[src/rtl/mem_wb_stage.sv]
// mem_wb_stage: handshaked MEM stage with load/store lane handling feeding the MEM/WB register; rst is active-low async
module mem_wb_stage #(
  parameter int XLEN = 32,
  parameter int REG_ADDR_WIDTH = 5,
  localparam int BE_W = XLEN / 8
) (
  input  logic                      clk,
  input  logic                      rst,
  input  logic                      valid_mem,
  input  logic [XLEN-1:0]           instr_mem,
  input  logic [XLEN-1:0]           alu_mem,
  input  logic [XLEN-1:0]           rs2_mem,
  input  logic [REG_ADDR_WIDTH-1:0] rd_addr_mem,
  input  logic                      mem_en,
  input  logic                      mem_wr,
  input  logic                      flush,
  output logic                      stall_mem,
  output logic                      dmem_req,
  output logic                      dmem_we,
  output logic [XLEN-1:0]           dmem_addr,
  output logic [XLEN-1:0]           dmem_wdata,
  output logic [BE_W-1:0]           dmem_be,
  input  logic                      dmem_gnt,
  input  logic                      dmem_rvalid,
  input  logic [XLEN-1:0]           dmem_rdata,
  output logic                      valid_wb,
  output logic                      misalign_wb,
  output logic [XLEN-1:0]           instr_wb,
  output logic [XLEN-1:0]           alu_wb,
  output logic [XLEN-1:0]           mem_wb,
  output logic [REG_ADDR_WIDTH-1:0] rd_addr_wb
);
  localparam int OW = $clog2(BE_W);
  typedef enum logic [1:0] {IDLE, REQ, RSP, DRAIN} state_t;
  state_t state;
  logic killed;
  logic [2:0] f3;
  logic [1:0] sz;
  logic [OW-1:0] off;
  logic mis, act, comp;
  logic [XLEN-1:0] c_addr, c_wdata, q_addr, q_wdata, sh, fmt;
  logic [BE_W-1:0] c_be, q_be;
  logic q_we;
  logic [2:0] q_f3;
  logic [OW-1:0] q_off;
  assign f3 = instr_mem[14:12];
  assign sz = (f3[1:0] == 2'd3 && XLEN == 32) ? 2'd2 : f3[1:0];
  assign off = alu_mem[OW-1:0];
  assign mis = sz == 2'd1 ? off[0] : sz == 2'd2 ? |off[1:0] : sz == 2'd3 ? |off : 1'b0;
  assign act = valid_mem & mem_en & !mis & !flush;
  assign c_addr = {alu_mem[XLEN-1:OW], OW'(0)};
  assign c_be = !mem_wr ? '1 : sz == 2'd0 ? BE_W'(1) << off : sz == 2'd1 ? BE_W'(3) << off :
                sz == 2'd2 ? BE_W'(15) << off : '1;
  assign c_wdata = sz == 2'd0 ? {BE_W{rs2_mem[7:0]}} : sz == 2'd1 ? {(XLEN/16){rs2_mem[15:0]}} :
                   sz == 2'd2 ? {(XLEN/32){rs2_mem[31:0]}} : rs2_mem;
  assign sh = dmem_rdata >> {q_off, 3'b000};
  assign fmt = q_f3 == 3'd0 ? XLEN'($signed(sh[7:0])) :
               q_f3 == 3'd1 ? XLEN'($signed(sh[15:0])) :
               q_f3 == 3'd4 ? XLEN'(sh[7:0]) :
               q_f3 == 3'd5 ? XLEN'(sh[15:0]) :
               (q_f3 == 3'd6 && XLEN == 64) ? XLEN'(sh[31:0]) :
               (q_f3 == 3'd3 && XLEN == 64) ? sh : XLEN'($signed(sh[31:0]));
  assign comp = state == IDLE ? (!act | (dmem_gnt & mem_wr)) : state == REQ ? (dmem_gnt & q_we) : dmem_rvalid;
  assign stall_mem = rst & !comp;
  assign dmem_req = rst & (state == IDLE ? act : state == REQ);
  assign dmem_we = state == IDLE ? mem_wr : q_we;
  assign dmem_addr = state == IDLE ? c_addr : q_addr;
  assign dmem_wdata = state == IDLE ? c_wdata : q_wdata;
  assign dmem_be = state == IDLE ? c_be : q_be;
  always_ff @(posedge clk or negedge rst) begin
    if (!rst) begin
      state <= IDLE;
      killed <= 1'b0;
      q_addr <= '0;
      q_wdata <= '0;
      q_be <= '0;
      q_we <= 1'b0;
      q_f3 <= '0;
      q_off <= '0;
      valid_wb <= 1'b0;
      misalign_wb <= 1'b0;
      instr_wb <= '0;
      alu_wb <= '0;
      mem_wb <= '0;
      rd_addr_wb <= '0;
    end else begin
      if (state == IDLE) begin
        q_addr <= c_addr;
        q_wdata <= c_wdata;
        q_be <= c_be;
        q_we <= mem_wr;
        q_f3 <= f3;
        q_off <= off;
      end
      case (state)
        IDLE: if (act) state <= dmem_gnt ? (mem_wr ? IDLE : RSP) : REQ;
        REQ: if (dmem_gnt) begin
          state <= q_we ? IDLE : (killed | flush) ? DRAIN : RSP;
          killed <= !q_we & (killed | flush);
        end else killed <= killed | flush;
        RSP: if (dmem_rvalid) state <= IDLE;
          else if (flush) begin
            state <= DRAIN;
            killed <= 1'b1;
          end
        DRAIN: if (dmem_rvalid) begin
          state <= IDLE;
          killed <= 1'b0;
        end
      endcase
      valid_wb <= comp & valid_mem & !flush & !killed;
      if (comp) begin
        instr_wb <= instr_mem;
        alu_wb <= alu_mem;
        rd_addr_wb <= rd_addr_mem;
        mem_wb <= state == RSP ? fmt : '0;
        misalign_wb <= (state == IDLE) & valid_mem & mem_en & mis & !flush;
      end
    end
  end
endmodule

[config.mk]
export PLATFORM = sky130hd
export DESIGN_NAME = mem_wb_stage
export DESIGN_NICKNAME = d
export VERILOG_FILES = /design/src/rtl/mem_wb_stage.sv
export SDC_FILE = /design/constraint.sdc
export NUM_CORES = 1
export LEC_CHECK = 0
export ABC_AREA = 1
export CORE_UTILIZATION = 40
export CTS_CLUSTER_SIZE = 20
export DETAILED_ROUTE_END_ITERATION = 8
export PLACE_DENSITY = 0.74
export SYNTH_ARGS = -nofsm -noshare
export SYNTH_HDL_FRONTEND = slang
export SYNTH_SLANG_ARGS = --single-unit
[constraint.sdc]
create_clock -name clk -period 2.32 [get_ports clk]
set_input_delay 0.232 -clock clk [delete_from_list [all_inputs] [get_ports clk]]
set_output_delay 0.232 -clock clk [all_outputs]
set_load 0.02 [all_outputs]
# --- Yosys cells after proc, flatten, opt, wreduce, memory -nomap -nowiden ---
# Cells that the tools add are included.
word_totals:
  register_bits: 180
  out_inout_bits: 174
op_classes:
  n_reduce_logical: 13
  muxes: 37
  bitwise_logic: 17
  shifts: 4
  n_eq_ne: 16
op_table:
  columns: ["operator", "count"]
  rows:
  - ["$mux W32", 9]
  - ["$shr A32 B5 Y32", 1]
  - ["$mux W4", 5]
  - ["$mux W2", 9]
  - ["$and A1 B1 Y1", 15]
  - ["$mux W1", 12]
  - ["$eq A2 B2 Y1 const B", 5]
  - ["$ne A2 B2 Y1 const B", 5]
  - ["$pmux W2 S4", 1]
  - ["$reduce_and A4 Y1", 2]
  - ["$eq A3 B3 Y1 const B", 2]
  - ["$logic_not A1 Y1", 6]
  - ["$eq A2 B1 Y1 const B", 2]
  - ["$logic_not A2 Y1", 2]
  - ["$shl A1 B2 Y4 const A", 1]
  - ["$shl A2 B2 Y4 const A", 1]
  - ["$shl A4 B2 Y4 const A", 1]
  - ["$eq A3 B1 Y1 const B", 1]
  - ["$logic_not A3 Y1", 1]
  - ["$ne A3 B3 Y1 const B", 1]
  - ["$pmux W1 S3", 1]
  - ["$reduce_bool A3 Y1", 1]
  - ["$or A1 B1 Y1", 2]
  - ["$reduce_or A2 Y1", 1]

# --- Longest topological paths before layout ---
# Gate-level depths: netlist of run 1.
depth:
  word_depth: 15
  ltp_mapped: 11
  ltp_nobuf: 9

# --- Worst setup path after synthesis of run 1 ---
# Ideal clock, no wire load.
synth_path:
  kind: "reg2out"
  startpoint: "register state[1]"
  endpoint: "output port dmem_be[2]"
  required_time_ps: 2088
  slack_ps: 574
  arrival_time_ps: 1514
  stages_incl_launch_ff: 8
  cell_sequence: "dfrtp_1 -> inv_2 -> nand2_2 -> buf_4 -> inv_2 -> buf_1 -> nor2_1 -> a21oi_1"
synth_via:
  elab_chain_len: 2
synth_lines:
  columns: ["element", "line", "rtl"]
  rows:
  - ["start, declared", "35", "state_t state;"]
  - ["start signal, assigned", "96", "IDLE: if (act) state <= dmem_gnt ? (mem_wr ? IDLE : RSP) : REQ;"]
  - ["start signal, assigned", "98", "state <= q_we ? IDLE : (killed | flush) ? DRAIN : RSP;"]
  - ["$logic_not A2 Y1", "69", "assign dmem_be = state == IDLE ? c_be : q_be;"]
  - ["$mux W4", null, null]
  - ["end, declared", "22", "output logic [BE_W-1:0] dmem_be,"]
# Every way passes these cells.

# --- Final worst setup path of run 1 ---
layout_path:
  startpoint: "register state[1]"
  endpoint: "output port dmem_be[1]"
# Same word-level chain as after synthesis.

==> qor.yml, run 1 <==
setup_path:
  crit_required_ns: 2.09
  r2r_end: "state[0]"
  critPathKind: "reg -> out"
  worstPathArrival_ns: 1.99
  r2r-start: "state[0]"
  cp-end-kind: "output port"
  crit_start: "state[1]"
  r2r_setup_slack_ns: 0.45
  crit_fanout: 5
  r2r_cells: 10
  crit_end: "dmem_be[1]"
  start_kind: "register"
routing:
  wl_um: 27550
  drtAntennaViolNets: 0
  drt_iter0_markers: 510
  wl_per_cell_um: 17.06
  routed_via_density: 5.085
  dr.pass1.iters: 9
  drc: 2
  vias: 8212
sta:
  setup_slack_ns: 0.1002
  max_freq_ghz: 0.4505
  finalMaxSlewViolations: 0
  hold_ws_ns: 0.2588
  relSlewSlack: 0.4156
  setup_violations: 0
  hold_viol: 0
  fin_crit_sh: 0.9568
  worstMarginPinSlew_ns: 0.8766
  skew_ns: 0.01811
  period_minus_slack_ns: 2.220
  tns_ns: 0
global_route:
  use_met3: 0.05455
  antenna_found_initial: 0
  first_global_vias: 8054
  grt_max_degree: 103
  grtUsageTotal: 0.2614
  grt_util_met1: 0.3415
  grt_overflow: 0
  grt-busiest-layer: "met2"
  grt_first_pass_wirelength_um: 43390
  use_met2: 0.4252
place:
  port_buffers: 314
  dp_worst_setup_slack_ns: -0.1301
  gp_congestion: 0.9293
  place_area_um2: 11710
  placed_cells: 1580
  place_hpwl_um: 18850
layout:
  multi_input_area_um2: 3279
  final_layout_size_suffix_gt1_frac: 0.06691
  final_cell_mix: "438 x nand2_1, 242 x clkdlybuf4s50_1, 191 x nand3_1"
  final_area_um2: 12310
  seq_area_um2: 4504
  n_antenna_cell: 0
  mostFrequentLayoutCell: "nand2_1"
  fillCellCount: 1851
  nets: 1478
  layout.cells.non_filler: 1615
  area.growth.synth_to_final_pct: 49.19
floorplan:
  dieHeight_um: 145.6
  row_count: 52
  core_area_um2: 20230
  die_w_um: 145.6
  start_util: 0.4077
  ioPinCount: 315
  die-area_um2: 21200
logic_synthesis:
  synth_seq_cells: 180
  ys_async_sr_fraction: 1.000
  netlist.area_leader.share: 0.5460
  synth.area.top_cells: "dfrtp_1 55%, nand2_1 20%, nand3_1 12%"
  synth_area_per_cell_um2: 8.032
  synth_area_um2: 8249
  ys.warnings.count: 0
  syn_nets: 1173
  synth-main-ff-cell: "dfrtp_1"
  synth_edf_count: 0
  synth_top_cell_by_area: "dfrtp_1"
  netlist_instances: 1027
  netlist-cell-type-count: 28
  seq_area_frac_synth: 0.5460
clock_network:
  clkTransAtPathRegs_ns: 0.07
  cts_buffers: 17
  clockBufferDepth: 2
  cts_sinks: 180
  ctsHtreeMaxLevel: 4
  cts-root-buf: "clkbuf_16"
  cts_tree: "done"
  worstSkewPairLatency_ns: 0.44
run:
  maxCapViolCount: 0
outcome:
  status: "finished with violations"
  violations: "design-rule violations"
power_and_ir_drop:
  power.static_leakage_uw: 0.006201
  powerDensity_nw_per_um2: 1505
  ir_drop_mv: 0.7991
hold_path:
  hold_path_class: "in -> async"
## routing by layer
layer / wire (um) / vias to the layer above
met5: 0 / -
met4: 815 / 0
met3: 1582 / 51
met2: 13220 / 292
met1: 11940 / 3953
li1: - / 3916
## power by group
group | internal, uW | total (uW) | leakage, uW | switching [uW]
clock network | 1680 | 3040 | 0.000293 | 1360
logic | 3850 | 10200 | 0.00369 | 6360
registers | 4560 | 5270 | 0.00222 | 712
## critical path, stage by stage (launching register included)
cell and delay, ns:
dfrtp_1 0.39, inv_2 0.11, nand2_4 0.10, nor2_2 0.14, inv_1 0.11, a21oi_1 0.11
o21ai_0 0.09, o21ai_0 0.09, inv_1 0.08, dlygate4sd2_1 0.32
## worst min path at each step
| stage | from | end | slack, ns |
|---|---|---|---|
| after global routing | rst | instr_wb[0] | 0.29 |
| after floorplan | rst | alu_wb[0] | -0.06 |
| after CTS | rst | instr_wb[0] | 0.25 |
| after global placement | rst | instr_wb[0] | 0.16 |
| after detailed placement | rst | instr_wb[0] | 0.16 |
| final | rst | instr_wb[0] | 0.26 |
## cell usage after synthesis (all sizes together) (3+ instances only)
master and instances:
nand2 443, nand3 193, dfrtp 180, buf 48, nor2 38, inv 34
a21oi 31, clkbuf 18, o21ai 9, a31oi 8, o211ai 7, ha 5
nand3b 4, nor3 3
## stage by stage
step                      power, uW    util
after floorplan               11140       -
after global placement        15760  0.5788
after detailed placement      15890  0.5788
after CTS                     18530  0.6060
after global routing          19710  0.6082
final                         18520  0.6082
## registers in the layout (all words and copies together) (netlist names)
register	cells
state	2
killed	1
q_off	2
valid_wb	1
q_we	1
mem_wb	32
q_be	4
instr_wb	32
q_addr	32
q_wdata	32
alu_wb	32
q_f3	3
rd_addr_wb	5
misalign_wb	1
## cell families (layout without fill, tap and decap cells)
| group | Yosys count | after routing | synth area share |
|---|---|---|---|
| buffers and inverters | 100 | 418 | 0.05733 |
| flip-flops | 180 | 180 | 0.5460 |
| adder cells (fa/ha/maj) | 5 | 5 | 0.007584 |
| AND/OR/NAND/NOR | 683 | 683 | 0.3472 |
| AO/OA/AOI/OAI | 59 | 59 | 0.04186 |
## timing repair
| action | 4_1_cts | 5_1_grt |
|---|---|---|
| endpoints found under the setup margin | 69 | 30 |
| setup buffers | 0 | 1 |
| gates resized for setup | 75 | 9 |
| hold buffers | 1 | 0 |
| cloned | 0 | 1 |
| pin swaps | 0 | 0 |
| endpoints found under the hold margin | 30 | 0 |
## cell type report
cell class              count  area share
clock buffers              19     0.03680
clock inverters            13     0.01301
inverters                  34     0.01068
multi-input cells         747      0.2665
flip-flops and latches    180      0.3660
well taps                 270     0.02745
repair buffers            352      0.2796
Power figures use the tool's default switching activity.
==> run 2, diff against run 1 <==
clock period = 2.2 ns   (was 2.32 ns; I/O delays follow)
==> qor.yml, run 2 (synthesized netlist as in run 1, its figures left out) <==
outcome:
  status: "finished with violations"
  violations: "design-rule violations, negative hold slack"
sta:
  worstMarginPinSlew_ns: 0.8460
  setup_slack_ns: 0.04445
  skew_ns: 0.01967
  tns_ns: 0
  hold_ws_ns: -0.01252
  period_minus_slack_ns: 2.156
  max_freq_ghz: 0.4639
  relSlewSlack: 0.4360
  finalMaxSlewViolations: 0
  grt_setup_unrepaired: "true"
  fin_crit_sh: 0.9798
  setup_violations: 0
  hold_viol: 11
routing:
  routed_via_density: 5.036
  dr_wl_met2_um: 12950
  met3_length_um: 1976
  wl_um: 27180
  wl_per_cell_um: 16.78
  vias: 8159
  drt_iter0_markers: 514
  drtAntennaViolNets: 0
  drt-met1-wl_um: 11420
  dr.pass1.iters: 9
  topRoutingLayerUsed: "met4"
  drc: 2
floorplan:
  die-area_um2: 21200
  start_util: 0.4077
  dieHeight_um: 145.6
  row_count: 52
  die_w_um: 145.6
  ioPinCount: 315
  core_area_um2: 20230
setup_path:
  worstPathArrival_ns: 1.94
  start_kind: "register"
  crit_required_ns: 1.98
  critPathKind: "reg -> out"
  crit_fanout: 25
  cp-end-kind: "output port"
place:
  port_buffers: 314
  placed_cells: 1586
  dp_worst_setup_slack_ns: -0.2110
  gp_congestion: 0.9324
  place_hpwl_um: 18810
power_and_ir_drop:
  power.static_leakage_uw: 0.006132
  ir_drop_mv: 0.8676
  powerDensity_nw_per_um2: 1595
clock_network:
  worstSkewPairLatency_ns: 0.44
  cts_tree: "done"
  clockBufferDepth: 2
  cts_sinks: 180
  cts_buffers: 17
  ctsHtreeMaxLevel: 4
  clkTransAtPathRegs_ns: 0.07
  cts-root-buf: "clkbuf_16"
  cts_hold_repair.buffers: 0
layout:
  mostFrequentLayoutCell: "nand2_1"
  area.growth.synth_to_final_pct: 47.43
  fillCellCount: 1813
  nets: 1483
  fin_util: 0.6010
  layout.cells.non_filler: 1620
  final_layout_size_suffix_gt1_frac: 0.1074
  seq_area_um2: 4504
  final_cell_mix: "438 x nand2_1, 242 x clkdlybuf4s50_1, 191 x nand3_1"
  multi_input_area_um2: 3298
  n_antenna_cell: 0
global_route:
  antenna_found_initial: 0
  grt_max_degree: 103
  grt_first_pass_wirelength_um: 43770
  grtUsageTotal: 0.2626
  first_global_vias: 8135
  grt_overflow: 0
hold_path:
  hold_path_class: "in -> async"
run:
  maxCapViolCount: 0
run 2: routing by layer:
layer,GRT usage,vias up
met2,0.4204,343
met5,0,-
met3,0.05737,55
li1,-,3918
met1,0.3481,3843
met4,0.1037,0
run 2: critical path, stage by stage (launching register included):
cell and delay (ns):
dfrtp_1 0.43, inv_2 0.12, nand2_4 0.13, inv_6 0.12, buf_12 0.16, nor2_1 0.05, a31oi_1 0.20, clkdlybuf4s15_2 0.29
run 2: report_power, final:
| part | internal [uW] | switching, uW | leakage, uW |
|---|---|---|---|
| clock network | 1720 | 1420 | 0.000282 |
| logic | 3960 | 6740 | 0.00363 |
| registers | 4800 | 752 | 0.00222 |
run 2: metrics by stage:
stage | hold slack [ns] | cell area [um^2] | power [uW]
floorplan | -0.07559 | 8249 | 11740
global placement | 0.4163 | 11760 | 16660
detailed placement | 0.4155 | 11760 | 16810
CTS | 0.01295 | 12320 | 19580
global route | 0.04105 | 12160 | 20680
finish | -0.01252 | 12160 | 19390
run 2: path summary, 6_finish.rpt:
kind | end | slack [ns] | depth (start not counted) | startpoint
worst max-delay path | dmem_wdata[29] | 0.04 | 7 | state[0]
worst min-delay path | mem_wb[31] | -0.01 | 2 | rst
worst max register to register | mem_wb[15] | 0.24 | 8 | state[0]
worst min register to register | valid_wb | 0.42 | 1 | killed
max in group asynchronous | mem_wb[0] | 1.59 | 2 | rst
min in group clk | instr_wb[5] | 0.31 | 3 | instr_mem[5]
run 2: what timing repair did:
action | CTS | global route
setup buffers | 0 | 2
setup endpoints to repair | 70 | 65
endpoints found under the hold margin | 0 | 0
resized for setup | 103 | 104
run 2: final cells by class:
class | count | share of cell area
multi-input combinational | 747 | 0.2712
timing repair buffer | 357 | 0.2705
clock buffer | 19 | 0.03560
clock inverter | 13 | 0.01358
tap | 270 | 0.02778
inverter | 34 | 0.01101
sequential | 180 | 0.3704
==> run 3, diff against run 2 <==
CAP_MARGIN = 20   (was default)
SLEW_MARGIN = 30   (was default)
==> results of run 3 <==
Final layout, timing and power as in run 2 (identical DEF).
